<file path="src/rtl/wb_commit_rob_pkg.sv">
// Shared definitions for the in-order commit buffer feeding the GPR/HI-LO register file.
// An entry carries its destination and result until it retires in program order.
package wb_commit_rob_pkg;

  localparam int RF_ADDR_W  = 6;
  localparam int RF_WDATA_W = 64;

  localparam logic [RF_ADDR_W-1:0] HILO_ADDR = 6'd32;
  localparam logic [RF_ADDR_W-1:0] ZERO_ADDR = 6'd0;

  typedef struct packed {
    logic                  valid;
    logic                  done;
    logic                  has_dst;
    logic [RF_ADDR_W-1:0]  waddr;
    logic [RF_WDATA_W-1:0] wdata;
  } rob_entry_t;

endpackage

</file>
<file path="src/rtl/wb_rob_entry_array.sv">
// Entry storage for the commit buffer: two allocation writes, two completion writes,
// two retire-invalidate ports and two combinational read ports (head, head+1).
module wb_rob_entry_array
  import wb_commit_rob_pkg::*;
#(
  parameter int DEPTH = 16,
  parameter int TAG_W = 4
) (
  input  logic                  clk,
  input  logic                  resetn,
  input  logic                  flush,
  input  logic                  alloc_en0,
  input  logic                  alloc_en1,
  input  logic [TAG_W-1:0]      alloc_tag0,
  input  logic [TAG_W-1:0]      alloc_tag1,
  input  logic                  alloc_has_dst0,
  input  logic                  alloc_has_dst1,
  input  logic [RF_ADDR_W-1:0]  alloc_waddr0,
  input  logic [RF_ADDR_W-1:0]  alloc_waddr1,
  input  logic                  cmp_valid0,
  input  logic                  cmp_valid1,
  input  logic [TAG_W-1:0]      cmp_tag0,
  input  logic [TAG_W-1:0]      cmp_tag1,
  input  logic [RF_WDATA_W-1:0] cmp_wdata0,
  input  logic [RF_WDATA_W-1:0] cmp_wdata1,
  input  logic                  retire0,
  input  logic                  retire1,
  input  logic [TAG_W-1:0]      rd_tag0,
  input  logic [TAG_W-1:0]      rd_tag1,
  output rob_entry_t            rd_entry0,
  output rob_entry_t            rd_entry1
);

  rob_entry_t entries_q [DEPTH];
  rob_entry_t entries_d [DEPTH];

  assign rd_entry0 = entries_q[rd_tag0];
  assign rd_entry1 = entries_q[rd_tag1];

  // Completions test validity at cycle start, so a same-cycle allocation drops them;
  // port 1 is applied last so it wins a tag collision. Flush overrides everything.
  always_comb begin
    entries_d = entries_q;
    if (cmp_valid0 && entries_q[cmp_tag0].valid) begin
      entries_d[cmp_tag0].done  = 1'b1;
      entries_d[cmp_tag0].wdata = cmp_wdata0;
    end
    if (cmp_valid1 && entries_q[cmp_tag1].valid) begin
      entries_d[cmp_tag1].done  = 1'b1;
      entries_d[cmp_tag1].wdata = cmp_wdata1;
    end
    if (retire0) begin
      entries_d[rd_tag0].valid = 1'b0;
      entries_d[rd_tag0].done  = 1'b0;
    end
    if (retire1) begin
      entries_d[rd_tag1].valid = 1'b0;
      entries_d[rd_tag1].done  = 1'b0;
    end
    if (alloc_en0) begin
      entries_d[alloc_tag0] = '{valid: 1'b1, done: 1'b0, has_dst: alloc_has_dst0,
                                waddr: alloc_waddr0, wdata: '0};
    end
    if (alloc_en1) begin
      entries_d[alloc_tag1] = '{valid: 1'b1, done: 1'b0, has_dst: alloc_has_dst1,
                                waddr: alloc_waddr1, wdata: '0};
    end
    if (flush) begin
      for (int i = 0; i < DEPTH; i++) begin
        entries_d[i].valid = 1'b0;
        entries_d[i].done  = 1'b0;
      end
    end
  end

  always_ff @(posedge clk) begin
    if (!resetn) begin
      for (int i = 0; i < DEPTH; i++) begin
        entries_q[i].valid <= 1'b0;
        entries_q[i].done  <= 1'b0;
      end
    end else begin
      entries_q <= entries_d;
    end
  end

endmodule

</file>
<file path="src/rtl/wb_commit_rob.sv">
// In-order commit buffer: allocates up to 2 entries per cycle, accepts out-of-order
// completions by tag and retires up to 2 entries per cycle onto register-file ports 0/1.
module wb_commit_rob
  import wb_commit_rob_pkg::*;
#(
  parameter int DEPTH = 16,
  parameter int TAG_W = 4
) (
  input  logic                  clk,
  input  logic                  resetn,
  input  logic                  flush,
  input  logic                  alloc_valid0,
  input  logic                  alloc_valid1,
  input  logic                  alloc_has_dst0,
  input  logic                  alloc_has_dst1,
  input  logic [RF_ADDR_W-1:0]  alloc_waddr0,
  input  logic [RF_ADDR_W-1:0]  alloc_waddr1,
  output logic                  alloc_ready,
  output logic [TAG_W-1:0]      alloc_tag0,
  output logic [TAG_W-1:0]      alloc_tag1,
  input  logic                  cmp_valid0,
  input  logic                  cmp_valid1,
  input  logic [TAG_W-1:0]      cmp_tag0,
  input  logic [TAG_W-1:0]      cmp_tag1,
  input  logic [RF_WDATA_W-1:0] cmp_wdata0,
  input  logic [RF_WDATA_W-1:0] cmp_wdata1,
  output logic                  we0,
  output logic [RF_ADDR_W-1:0]  waddr0,
  output logic [RF_WDATA_W-1:0] wdata0,
  output logic                  we1,
  output logic [RF_ADDR_W-1:0]  waddr1,
  output logic [RF_WDATA_W-1:0] wdata1,
  output logic [TAG_W:0]        rob_count,
  output logic                  rob_empty
);

  localparam logic [TAG_W:0] READY_MAX = (TAG_W+1)'(DEPTH - 2);

  logic [TAG_W-1:0]      head_q, head_d, tail_q, tail_d, head_p1;
  logic [TAG_W:0]        count_q, count_d;
  logic                  we0_q, we1_q;
  logic [RF_ADDR_W-1:0]  waddr0_q, waddr1_q;
  logic [RF_WDATA_W-1:0] wdata0_q, wdata1_q;
  logic                  do_alloc, alloc_two, r0, r1;
  rob_entry_t            head_entry, next_entry;

  assign head_p1     = head_q + TAG_W'(1);
  assign alloc_tag0  = tail_q;
  assign alloc_tag1  = tail_q + TAG_W'(1);
  assign alloc_ready = (count_q <= READY_MAX);
  assign do_alloc    = alloc_ready && alloc_valid0;
  assign alloc_two   = do_alloc && alloc_valid1;
  assign r0          = head_entry.valid && head_entry.done;
  assign r1          = r0 && next_entry.valid && next_entry.done;

  wb_rob_entry_array #(.DEPTH(DEPTH), .TAG_W(TAG_W)) u_entries (
    .clk            (clk),
    .resetn         (resetn),
    .flush          (flush),
    .alloc_en0      (do_alloc),
    .alloc_en1      (alloc_two),
    .alloc_tag0     (alloc_tag0),
    .alloc_tag1     (alloc_tag1),
    .alloc_has_dst0 (alloc_has_dst0),
    .alloc_has_dst1 (alloc_has_dst1),
    .alloc_waddr0   (alloc_waddr0),
    .alloc_waddr1   (alloc_waddr1),
    .cmp_valid0     (cmp_valid0),
    .cmp_valid1     (cmp_valid1),
    .cmp_tag0       (cmp_tag0),
    .cmp_tag1       (cmp_tag1),
    .cmp_wdata0     (cmp_wdata0),
    .cmp_wdata1     (cmp_wdata1),
    .retire0        (r0),
    .retire1        (r1),
    .rd_tag0        (head_q),
    .rd_tag1        (head_p1),
    .rd_entry0      (head_entry),
    .rd_entry1      (next_entry)
  );

  always_comb begin
    head_d  = head_q + TAG_W'(r0) + TAG_W'(r1);
    tail_d  = tail_q + TAG_W'(do_alloc) + TAG_W'(alloc_two);
    count_d = count_q + (TAG_W+1)'(do_alloc) + (TAG_W+1)'(alloc_two)
                      - (TAG_W+1)'(r0) - (TAG_W+1)'(r1);
    if (flush) begin
      head_d  = '0;
      tail_d  = '0;
      count_d = '0;
    end
  end

  // Retiring ports load address/data even for has_dst=0 entries; only we is gated.
  always_ff @(posedge clk) begin
    if (!resetn) begin
      head_q   <= '0;
      tail_q   <= '0;
      count_q  <= '0;
      we0_q    <= 1'b0;
      we1_q    <= 1'b0;
      waddr0_q <= ZERO_ADDR;
      waddr1_q <= ZERO_ADDR;
      wdata0_q <= '0;
      wdata1_q <= '0;
    end else begin
      head_q  <= head_d;
      tail_q  <= tail_d;
      count_q <= count_d;
      if (flush) begin
        we0_q <= 1'b0;
        we1_q <= 1'b0;
      end else begin
        we0_q <= r0 && head_entry.has_dst;
        we1_q <= r1 && next_entry.has_dst;
        if (r0) begin
          waddr0_q <= head_entry.waddr;
          wdata0_q <= head_entry.wdata;
        end
        if (r1) begin
          waddr1_q <= next_entry.waddr;
          wdata1_q <= next_entry.wdata;
        end
      end
    end
  end

  assign we0       = we0_q;
  assign waddr0    = waddr0_q;
  assign wdata0    = wdata0_q;
  assign we1       = we1_q;
  assign waddr1    = waddr1_q;
  assign wdata1    = wdata1_q;
  assign rob_count = count_q;
  assign rob_empty = (count_q == '0);

endmodule

</file>
<file path="config.mk">
export PLATFORM = sky130hd
export DESIGN_NAME = wb_commit_rob
export DESIGN_NICKNAME = d
export VERILOG_FILES = /design/src/rtl/wb_commit_rob_pkg.sv /design/src/rtl/wb_rob_entry_array.sv /design/src/rtl/wb_commit_rob.sv
export SDC_FILE = /design/constraint.sdc
export NUM_CORES = 2
export LEC_CHECK = 0
export BUFFER_PORTS_ARGS = -buffer_cell sky130_fd_sc_hd__buf_2
export CAP_MARGIN = 25
export CELL_PAD_IN_SITES_DETAIL_PLACEMENT = 0
export CELL_PAD_IN_SITES_GLOBAL_PLACEMENT = 1
export CORE_AREA = 2 2 301 527
export CTS_BUF_LIST = sky130_fd_sc_hd__clkbuf_4 sky130_fd_sc_hd__clkbuf_8 sky130_fd_sc_hd__clkbuf_16
export CTS_CLUSTER_DIAMETER = 60
export DETAILED_ROUTE_END_ITERATION = 8
export DIE_AREA = 0 0 303 529
export MAX_ROUTING_LAYER = met4
export PLACE_DENSITY_LB_ADDON = 0.05
export SLEW_MARGIN = 20
export SYNTH_ARGS = -nofsm -noshare
export SYNTH_HDL_FRONTEND = slang
export SYNTH_SLANG_ARGS = --single-unit
</file>
<file path="constraint.sdc">
create_clock -name clk -period 9.9 [get_ports clk]
set_input_delay 0.99 -clock clk [delete_from_list [all_inputs] [get_ports clk]]
set_output_delay 0.99 -clock clk [all_outputs]
set_load 0.01 [all_outputs]
</file>
==> results.tsv <==
metric	value	unit
Routed Antenna Nets	0	
Post-synth EDFFs	1136	
Slew Viols, Final	0	
Flop pwr share	0.494	
reg2reg setup slack	3790	ps
fin crit period	6110	ps
# resized after CTS	0	
switching portion of total power	0.242	
register area share after synthesis	0.436	
commonest non-fill, non-tap cell in the layout	mux2i_1	
total power	13400	uW
Hold Path Class	register to register	
Logic pwr share	0.082	
DRC viols	48	
Crit. End Element	register	
ratio of cells with drive above 1 in the final layout	0.215	
P_sw	3250	uW
Area Overhead vs Synth	8.14	%
Post-synth ARST share	0	
DRT Pass-1 Iters	8	
Final WS setup	3790	ps
WP data arrival	6810	ps
Hold Path End	wdata0[17]	
final hold violations	0	
initial core utilization	0.557	
grt ovf	0	
Max transition margin	0.194	
Final setup viols	0	
Hold Crit Depth	2	
Max Clk Rate	164	MHz
r2r endpoint	rob_count[2]	
DR vias/cell	7.58	
total track usage	0.432	
clock buffer depth	4	
Yosys cell types	64	
filler cell count	12400	
Final Core Density	0.603	
Clock power frac	0.424	
Die Ht	529	um
min-delay src	wdata0[17]	
largest net degree at the start of global routing	173	
first-pass GRT wire length	485	mm
TritonCTS Sinks	1323	
RePlAce Congestion	0.929	
Iteration-0 DRC Markers	11000	
max_cap viols	0	
RSZ-0062 raised after global routing	no	
CTS tree	yes	
YS warnings	0	
Worst VDD drop	0.131	mV
#FFs+latches synth	1323	
register area	37900	um2
row cnt	192	
P_leak	0.0322	uW
Setup WS pre-CTS	3790	ps
nets@finish	7090	
CORE AREA	156000	um2
clk_lat worst skew	820	ps
top_reg_cell synth	edfxtp_1	
vias	69000	
Worst Reg-to-Reg Cells	13	
Post-Synthesis Cells	7217	
Fin Hold WS	448	ps
Routed WL per cell	37.5	um
Num CTS Buffers	148	
H-tree level count	4	
status	complete, but fails checks	
commonest non-fill, non-tap cells in the layout	mux2i_1, edfxtp_1, nor2_1	
pwr dens	143	nW/um2
mapped cell area	86900	um2
Crit Reg-Reg Startpoint	head_q[0]	
number of I/O port buffers	313	
Clock Tree Root	clkbuf_16	
fin crit share	0.617	
Fin Clk Skew	39.8	ps
CP Max Fanout	113	
final setup TNS	0	ps
failing checks	design-rule violations	
footprint of the multi-input gates	45300	um2
Worst-Margin Slew	1210	ps
critical path type	register to register	
crit start category	register	
initial antenna violation count	62	
syn nets	7402	
routed wire length	341	mm
syn_area_per_cell	12.0	um2
Setup Fix Bufs, Post-CTS	0	
I/O pin count	314	
Die X	303	um
# hold bufs at CTS	0	
Pint	10200	uW
Reg clk slew, reported paths	60	ps
Die ar.	160000	um2
vias in the first global route	66200	
HPWL Detailed	187	mm
Crit path required time	10600	ps
synth_stat cells (all sizes together), types with 3 or more instances:
cell	n	area, um2
o41ai	3	26.3
ha	24	300
and3b	3	26.3
xor2	5	43.8
o21bai	3	30.0
a21boi	141	1060
nand3b	5	37.5
or2	10	62.6
or4	4	30.0
edfxtp	1136	34100
o2bb2ai	10	87.6
nand2	285	1070
nand2b	5	31.3
or3	3	18.8
o211ai	5	42.5
o31ai	7	52.6
inv	39	146
a31oi	3	31.3
xnor2	7	61.3
nor3	30	170
o21ai	153	766
nor2	1109	4170
mux2i	1146	11500
clkbuf	497	1870
o221ai	4	35.0
mux4	729	16400
fa	4	80.1
buf	436	2070
a21oi	55	275
dfxtp	187	3740
and3	8	50.1
nor2b	4	25.0
and2	6	37.5
a211oi	1033	7750
nand3	90	450
nor4	7	43.8
nor4b	3	26.3
power by group through the flow:
stage / Sequential, uW / Combinational, uW / Clock [uW]
3_5_place_dp: 6740 / 1070 / 0
4_1_cts: 6630 / 1080 / 5700
3_3_place_gp: 6720 / 1050 / 0
5_1_grt: 6670 / 1160 / 5880
6_report: 6640 / 1100 / 5690
2_1_floorplan: 6650 / 723 / 0
registers in the layout, indices dropped and copies added, names as in the netlist:
| register | flops |
|---|---|
| waddr1 | 6 |
| we0 | 1 |
| u_entries.entries_q | 1168 |
| wdata1 | 64 |
| we1 | 1 |
| waddr0 | 6 |
| head_q | 4 |
| rob_count | 5 |
| wdata0 | 64 |
| alloc_tag0 | 4 |
per-stage QoR:
step / area [um2] / instances
6_report: 93900 / 9111
5_1_grt: 93900 / 9098
4_1_cts: 93600 / 9039
3_5_place_dp: 88800 / 8784
3_3_place_gp: 88700 / 8777
2_1_floorplan: 86900 / 7217
critical path, cell delays in order (launching register included):
cell,delay (ps)
dfxtp_4,830
inv_1,430
ha_4,700
buf_12,820
o21ai_0,250
mux4_2,580
mux2_8,670
nor2_1,230
ha_1,260
fa_1,370
ha_1,220
inv_1,80
fa_1,420
nor2_1,110
layout make-up:
cell class | count | area share
Antenna cell | 64 | 0.00170
Clock buffer | 200 | 0.0451
Clock inverter | 55 | 0.00570
Inverter | 40 | 0.00160
Multi-Input combinational cell | 4921 | 0.483
Sequential cell | 1323 | 0.403
Tap cell | 2037 | 0.0271
Timing Repair Buffer | 471 | 0.0331
per-layer routing:
metal	up-vias	GRT usage	part of all wire
met5	-	-	0
met4	0	0.238	0.064
met3	1187	0.0928	0.12
met2	5600	0.645	0.46
met1	34600	0.549	0.35
li1	27700	-	-
worst max path at each step:
stage	start	end	cells after the start
6_report	head_q[0]	rob_count[2]	13
2_1_floorplan	head_q[1]	rob_count[2]	17
3_3_place_gp	head_q[0]	rob_count[3]	16
3_5_place_dp	head_q[0]	rob_count[2]	13
5_1_grt	head_q[0]	rob_count[2]	13
4_1_cts	head_q[0]	rob_count[2]	13
logic make-up after synthesis:
group	count (synthesis)	synth area share
buf+inv	973	0.0471
xor+xnor	12	0.00121
flops	1323	0.436
mux	1876	0.321
simple gates	1577	0.0724
fa+ha+maj	28	0.00438
compound gates	1428	0.118
(Power assumes the default switching activity.)
